--- src/rtl/instr_fetch_decode.sv ---
// Instruction fetch and field decode: requests words from instruction memory,
// holds each one for the downstream stage, and follows redirects and halts.
module instr_fetch_decode #(
  parameter logic [63:0] RESET_PC = 64'h0
) (
  input  logic        clk,
  input  logic        rst,
  output logic        imem_req,
  output logic [63:0] imem_addr,
  input  logic        imem_ack,
  input  logic [31:0] imem_rdata,
  input  logic        redirect,
  input  logic [63:0] redirect_pc,
  input  logic        halt,
  input  logic        instr_ready,
  output logic        instr_valid,
  output logic [31:0] instr,
  output logic [63:0] instr_pc,
  output logic [6:0]  opcode,
  output logic [2:0]  funct3,
  output logic [6:0]  funct7,
  output logic [11:0] funct12,
  output logic [4:0]  rd,
  output logic [4:0]  rs1,
  output logic [4:0]  rs2,
  output logic        halted
);

  typedef enum logic [1:0] {FETCH, WAIT, HOLD, HALTED} state_t;

  state_t      state, state_n;
  logic [63:0] pc, pc_n;
  logic [63:0] addr_q, addr_n;
  logic        discard, discard_n;
  logic        halt_pend, halt_pend_n;
  logic        capture;
  logic [31:0] instr_q;
  logic [63:0] instr_pc_q;
  logic [63:0] cur_addr;
  logic [63:0] redir_pc;

  // WAIT presents the latched request address so a redirect cannot move it.
  assign cur_addr  = (state == WAIT) ? addr_q : pc;
  assign redir_pc  = {redirect_pc[63:2], 2'b00};
  assign imem_req  = !rst && ((state == FETCH) || (state == WAIT));
  assign imem_addr = {cur_addr[63:2], 2'b00};

  assign instr_valid = (state == HOLD);
  assign halted      = (state == HALTED);
  assign instr       = instr_q;
  assign instr_pc    = instr_pc_q;
  assign opcode      = instr_q[6:0];
  assign funct3      = instr_q[14:12];
  assign funct7      = instr_q[31:25];
  assign funct12     = instr_q[31:20];
  assign rd          = instr_q[11:7];
  assign rs1         = instr_q[19:15];
  assign rs2         = instr_q[24:20];

  always_comb begin
    state_n     = state;
    pc_n        = pc;
    addr_n      = addr_q;
    discard_n   = discard;
    halt_pend_n = halt_pend;
    capture     = 1'b0;
    case (state)
      FETCH: begin
        if (halt) begin
          state_n = HALTED;
        end else if (imem_ack) begin
          if (redirect) begin
            pc_n = redir_pc;
          end else begin
            capture = 1'b1;
            state_n = HOLD;
          end
        end else begin
          addr_n  = pc;
          state_n = WAIT;
          if (redirect) begin
            pc_n      = redir_pc;
            discard_n = 1'b1;
          end
        end
      end
      WAIT: begin
        if (imem_ack) begin
          discard_n = 1'b0;
          if (halt || halt_pend) begin
            state_n = HALTED;
          end else if (redirect) begin
            pc_n    = redir_pc;
            state_n = FETCH;
          end else if (discard) begin
            state_n = FETCH;
          end else begin
            capture = 1'b1;
            state_n = HOLD;
          end
        end else if (halt) begin
          halt_pend_n = 1'b1;
        end else if (redirect) begin
          pc_n      = redir_pc;
          discard_n = 1'b1;
        end
      end
      HOLD: begin
        if (halt) begin
          state_n = HALTED;
        end else if (redirect) begin
          pc_n    = redir_pc;
          state_n = FETCH;
        end else if (instr_ready) begin
          pc_n    = instr_pc_q + 64'd4;
          state_n = FETCH;
        end
      end
      default: state_n = HALTED;
    endcase
  end

  always_ff @(posedge clk or posedge rst) begin
    if (rst) begin
      state      <= FETCH;
      pc         <= {RESET_PC[63:2], 2'b00};
      addr_q     <= 64'h0;
      discard    <= 1'b0;
      halt_pend  <= 1'b0;
      instr_q    <= 32'h0;
      instr_pc_q <= 64'h0;
    end else begin
      state     <= state_n;
      pc        <= pc_n;
      addr_q    <= addr_n;
      discard   <= discard_n;
      halt_pend <= halt_pend_n;
      if (capture) begin
        instr_q    <= imem_rdata;
        instr_pc_q <= cur_addr;
      end
    end
  end

endmodule

--- config.mk ---
export PLATFORM = sky130hd
export DESIGN_NAME = instr_fetch_decode
export DESIGN_NICKNAME = d
export VERILOG_FILES = /design/src/rtl/instr_fetch_decode.sv
export SDC_FILE = /design/constraint.sdc
export NUM_CORES = 1
export LEC_CHECK = 0
export BUFFER_PORTS_ARGS = -buffer_cell sky130_fd_sc_hd__buf_4
export CAP_MARGIN = 0
export CORE_MARGIN = 2
export CORE_UTILIZATION = 59
export DETAILED_ROUTE_END_ITERATION = 12
export PLACE_DENSITY = 0.95
export SETUP_SLACK_MARGIN = 0.3
export SYNTH_ARGS = -nofsm -noshare
export SYNTH_HDL_FRONTEND = slang
export SYNTH_SLANG_ARGS = --single-unit
--- constraint.sdc ---
create_clock -name clk -period 22.9 [get_ports clk]
set_input_delay 4.58 -clock clk [delete_from_list [all_inputs] [get_ports clk]]
set_output_delay 4.58 -clock clk [all_outputs]
set_load 0.01 [all_outputs]
==> results of run 1 <==
layer usage:
metal | wire length, um | vias to the layer above | part of all wire | global-route usage
met2 | 17900 | 751 | 0.47 | 0.510
met1 | 14500 | 5185 | 0.38 | 0.415
met5 | 0 | - | 0 | 0
met4 | 2400 | 0 | 0.063 | 0.180
li1 | - | 4604 | - | -
met3 | 3420 | 198 | 0.090 | 0.0570
cells in the mapped netlist (all sizes together) (6+ instances only):
library cell and number:
a21boi 8, a21oi 27, a221oi 6, a22o 8
a22oi 41, a31oi 8, a41oi 6, and2 8
and3 13, and4 13, buf 117, clkbuf 61
dfrtp 228, inv 20, mux2 222, nand2 59
nand2b 6, nand3 40, nand4 18, nor2 52
nor3 21, nor4 6, o21ai 75, o221ai 7
o22ai 14, or3 6, xnor2 29, xor2 22
per-stage QoR:
stage | cells | util | area (sq um) | worst slack [ns] | hold slack (ns)
floorplan | 1202 | - | 12900 | 12.07 | 0.458
global placement | 1623 | 0.673 | 14500 | 13.37 | 0.476
detailed placement | 1623 | 0.673 | 14500 | 13.37 | 0.478
CTS | 1668 | 0.712 | 15400 | 13.37 | 0.496
global route | 1668 | 0.712 | 15400 | 13.34 | 0.511
finish | 1669 | 0.712 | 15400 | 13.38 | 0.494
worst max-delay path: cells and delay by family:
family,cells,cell delay [ns]
buf+inv,2,0.26
simple gates,1,0.10
where the power goes:
group	leakage (nW)	switching (mW)	internal, mW
Combinational	3.73	0.534	0.508
Clock	0.423	0.165	0.253
Sequential	2.97	0.176	0.564
cell type report:
class                      count  area, sq um
antenna                        1         2.50
clock buffer                  36          727
clock inverter                 9          120
fill                        1495         6230
inverter                      20         82.6
multi-input combinational    776         6010
sequential                   228         5710
tap                          280          350
timing repair buffer         319         2390
registers in the layout, summed over array words and instances, names as in the netlist:
name       flops
addr_q        64
state          2
discard        1
instr         32
pc            64
halt_pend      1
instr_pc      64
worst min path at each step:
stage / endpoint / slack, ns
floorplan: halt_pend / 0.46
global placement: pc[7] / 0.48
detailed placement: halt_pend / 0.48
CTS: halt_pend / 0.50
global route: halt_pend / 0.51
finish: halt_pend / 0.49
logic make-up (layout without fill, tap and decap cells):
| group | Yosys count | count (layout) | share of synthesized area |
|---|---|---|---|
| AO/OA/AOI/OAI | 239 | 239 | 0.124 |
| XOR/XNOR | 51 | 51 | 0.0347 |
| adder cells (fa/ha/maj) | 5 | 5 | 0.00485 |
| buffers and inverters | 198 | 384 | 0.0935 |
| flip-flops | 228 | 228 | 0.443 |
| multiplexers | 224 | 224 | 0.195 |
| other | 1 | 3 | 0.000291 |
| AND/OR/NAND/NOR | 255 | 255 | 0.105 |
==> impl_metrics.tcl, run 1 <==
set metrics [dict create \
    outcome "completed" \
    syn_inst 1201 \
    final_cell_mix "buf_4 (319), dfrtp_1 (228), mux2_2 (222)" \
    crit_top_cell "buf_4" \
    final_nets 1477 \
    cts_root_buf "clkbuf_16" \
    fmax_mhz 105 \
    vias 10700 \
    slowest_delay_ns 0.13 \
    min_from "halt_pend" \
    first_pass_iters 5 \
    cts_buffer_depth 3 \
    overflow 0 \
    cts.sinks 228 \
    finalPower_mw 2.20 \
    drt-total-wl_mm 38.2 \
    crit_chain "buf_4, nor2_1, buf_4" \
    r2r_cells 10 \
    globalplace.congestion 0.949 \
    netlist_area_sq_mm 0.0129 \
    ios 309 \
    ir_drop_mv 0.0857 \
    crit_path_start_kind "primary input" \
    hold_depth 1 \
    cts_buffers 25 \
    first_global_vias 11000 \
    areaGrowthSynthToFinish_pct 19.4 \
    ys_seq_area_frac 0.443 \
    leakage_nw 7.12 \
    post_cts_buffers 0 \
    grt_first_pass_wirelength_mm 59.9 \
    postRouteAntennaNets 0 \
    max_cap_violations 0 \
    drive_gt1_frac 0.435 \
    clk_transition_reported_paths_ns 0.07 \
    die_x_um 152 \
    worst_clock_skew_ns 0.0165 \
    layout_commonest_cell "buf_4" \
    cts_tree "built" \
    grt_max_degree 96 \
    insertion_delay_ns 0.52 \
    initial_core_util 0.596 \
    slew_viol_final 0 \
    power.density_mw_per_mm2 143 \
    yosys.cell_types.count 70 \
    r2r_start "state[1]" \
    worst_slew_pin_slew_ns 1.16 \
    r2r_end "pc[38]" \
    end_kind "output port" \
    synthArstFlopShare 1.00 \
    vias_per_cell 6.43 \
    antenna_found_initial 0 \
    grt_setup_unrepaired "no" \
    startpoint "rst" \
    dpl.hpwl_mm 25.8 \
    r2r_setup_slack_ns 18.50 \
    core_sq_mm 0.0216 \
    hold_class "flip-flop to flip-flop" \
    min_period_over_period 0.416 \
    synthFlopType "dfrtp_1" \
    die_area_sq_mm 0.0230 \
    setup_viol 0 \
    ys_top_cells_by_area "dfrtp_1 (44%), mux2_2 (19%), buf_4 (6.4%)" \
    drc 0 \
    period_needed_ns 9.52 \
    cp-endpoint "imem_req" \
    crit_fanout 2 \
    wl_per_cell_um 22.9 \
    synth.avg_cell_area_sq_um 10.7 \
    grtUsageTotal 0.320 \
    yosysTopAreaCellShare 0.443 \
    cpMaxStageDelayCell "buf_4" \
    worstPathArrival_ns 4.94 \
    rows 54 \
    postCtsResizedCells 0 \
    maxSlewHeadroom 0.226 \
    die_h_um 152 \
    drt-initial-drc-count 1375 \
    synth-edff-count 0 \
    cts_hold_repair.buffers 0 \
    htreeDepth 1 \
    finalSetupTns_ns 0 \
    ys_seq_elements 228 \
    ys_warn_count 0 \
    yosys.area.top_type "dfrtp_1" \
    hold_viol 0 \
    path_class "primary input to output port" \
    port_buffers 304 \
    required_ns 18.32 \
]
(Power assumes the default switching activity.)
==> run 2, diff against run 1 <==
- ABC_AREA: not set -> 1
- CORE_UTILIZATION: 59 -> 56
- PLACE_DENSITY: 0.95 -> 0.9
- clock period: 22.9 -> 9.4 ns (I/O delays scaled with it)
==> run 2 against run 1 <==
Clock power is 150% higher. Synthesized cell count up 71%. Critical path depth rose by 2. Final cell count increased by 53%. Sequential share of layout area decreased by 3.6 points. Non-clock buffer count is 2 lower. Die area grew 19%. Sequential cell count is the same. Worst hold slack worse by 0.019 ns. Critical endpoint is now imem_addr[26].
==> impl_metrics.tcl, run 2 <==
set metrics [dict create \
    outcome "completed" \
    synthTopCellsByCount "nand2_1 (701), o21ai_0 (268), dfrtp_1 (228)" \
    ys_seq_area_frac 0.391 \
    crit_top_cell "buf_4" \
    globalplace.congestion 0.957 \
    core_sq_mm 0.0258 \
    antennaDiodeCount 0 \
    die_area_sq_mm 0.0274 \
    yosys.cell_types.count 44 \
    synthArstFlopShare 1.00 \
    cp_num_buf_inv 3 \
    antenna_found_initial 0 \
    first_pass_iters 6 \
    power.density_mw_per_mm2 373 \
    post_cts_buffers 0 \
    grt_max_degree 101 \
    syn_inst 2054 \
    final_cell_mix "nand2_1 (700), buf_4 (317), o21ai_0 (268)" \
    finalSetupTns_ns 0 \
    insertion_delay_ns 0.53 \
    die_h_um 165 \
    dpl.hpwl_mm 34.4 \
    ios 309 \
    grtUsageTotal 0.346 \
    worst_clock_skew_ns 0.0112 \
    drc 0 \
    crit_fanout 67 \
    min_from "pc[63]" \
    wl_per_cell_um 19.0 \
    die_x_um 165 \
    drt-total-wl_mm 48.4 \
    leakage_nw 8.29 \
    cts.sinks 228 \
    hold_class "flip-flop to flip-flop" \
    end_kind "output port" \
    yosysTopAreaCellShare 0.391 \
    cts_tree "built" \
    postRouteAntennaNets 0 \
    rows 59 \
    ys_seq_elements 228 \
    min_period_over_period 0.515 \
    overflow 0 \
    maxSlewHeadroom 0.252 \
    grt_first_pass_wirelength_mm 74.0 \
    vias_per_cell 5.81 \
    finish.utilization 0.661 \
    max_cap_violations 0 \
    cts_buffers 26 \
    drive_gt1_frac 0.200 \
    worst_slew_pin_slew_ns 1.12 \
    fillers 2154 \
    slowest_delay_ns 0.61 \
    ff_latch_area_sq_mm 0.00571 \
    ys_top_cells_by_area "dfrtp_1 (39%), nand2_1 (18%), o21ai_0 (9.2%)" \
    synth.avg_cell_area_sq_um 7.10 \
    cpMaxStageDelayCell "ha_4" \
    crit_path_start_kind "flip-flop" \
    postCtsResizedCells 0 \
    grt_setup_unrepaired "no" \
    critical-path-top-delay-family "buffers and inverters" \
    synthFlopType "dfrtp_1" \
    startpoint "state[1]" \
    first_global_vias 13900 \
    slew_viol_final 0 \
    hold_viol 0 \
    netlist_area_sq_mm 0.0146 \
    layout_commonest_cell "nand2_1" \
    areaGrowthSynthToFinish_pct 17.0 \
    clk_transition_reported_paths_ns 0.06 \
    fmax_mhz 206 \
    vias 14800 \
    crit_chain "inv_1, ha_4, buf_4, o21ai_0, buf_4" \
    ir_drop_mv 0.223 \
    worstPathArrival_ns 2.97 \
    hold_depth 2 \
    yosys.area.top_type "dfrtp_1" \
    crit_cells 5 \
    required_ns 7.52 \
    period_needed_ns 4.85 \
    drt-initial-drc-count 1463 \
    cts_buffer_depth 3 \
    yosys.cell_count.top_type "nand2_1" \
    r2r_start "state[0]" \
    final_nets 2303 \
    multi_input_area_sq_mm 0.00705 \
    port_buffers 304 \
    htreeDepth 1 \
    cts_root_buf "clkbuf_16" \
    ys_warn_count 0 \
    initial_core_util 0.565 \
    synth-edff-count 0 \
    setup_viol 0 \
    cts_hold_repair.buffers 0 \
    r2r_cells 9 \
    path_class "flip-flop to output port" \
]
==> run 2: cell count changes after synthesis, moves of 18 or more <==
cell,before,now
a22oi_1,41,17
nand2_1,59,701
nor3_1,20,2
o21ai_0,72,268
a221oi_1,5,32
inv_1,20,166
xnor2_1,29,0
nor2_1,51,157
buf_2,1,40
mux2_2,222,48
==> run 2: tightest hold or removal path, cell delays in order, from the launching register on <==
cell and delay (ns):
dfrtp_1 0.34, nand2_1 0.05, nand2_1 0.05
==> run 2: cells by family after synthesis <==
| logic type | Yosys count | synth area share |
|---|---|---|
| flip-flops | 228 | 0.391 |
| multiplexers | 48 | 0.0371 |
| buffers and inverters | 375 | 0.128 |
| other | 1 | 0.000257 |
| AO/OA/AOI/OAI | 425 | 0.167 |
| AND/OR/NAND/NOR | 958 | 0.264 |
| adder cells (fa/ha/maj) | 5 | 0.00429 |
| XOR/XNOR | 14 | 0.00841 |
==> run 2: per-stage QoR <==
| step | std cells | power, mW | setup slack (ns) | cell area, sq um | hold slack (ns) |
|---|---|---|---|---|---|
| floorplan | 2055 | 4.16 | 1.27 | 14600 | 0.449 |
| detailed placement | 2503 | 5.26 | 4.15 | 16200 | 0.465 |
| global placement | 2503 | 5.11 | 4.30 | 16200 | 0.461 |
| finish | 2547 | 6.36 | 4.55 | 17100 | 0.475 |
| CTS | 2547 | 6.31 | 4.58 | 17100 | 0.481 |
| global route | 2547 | 6.79 | 4.35 | 17100 | 0.503 |
==> run 2: area by class of cell <==
class,instances,share of cell area
clock buffer,40,0.0460
clock inverter,4,0.00433
inverter,171,0.0380
multi-input combinational,1452,0.413
sequential,228,0.334
timing repair buffer,317,0.139
tap,335,0.0246
==> run 2: power breakdown <==
group	internal [mW]	total [mW]	switching, mW	leakage [nW]
clock network	0.623	1.03	0.404	0.420
registers	1.46	1.89	0.430	2.81
logic	1.34	3.44	2.10	5.05
==> run 2: routing by layer <==
metal / global-route usage / vias up / routed length (um)
li1: - / 6836 / -
met1: 0.437 / 6890 / 18200
met2: 0.577 / 909 / 22800
met3: 0.0692 / 175 / 5300
met4: 0.154 / 0 / 2130
met5: 0 / - / 0
==> run 2: worst paths after layout <==
path	endpoint	slack, ns
max in group asynchronous	instr_pc[56]	6.57
max reg2reg	pc[3]	4.86
min reg2reg	pc[63]	0.47
max	imem_addr[26]	4.55
min in group asynchronous	addr_q[3]	1.46
min	pc[63]	0.47
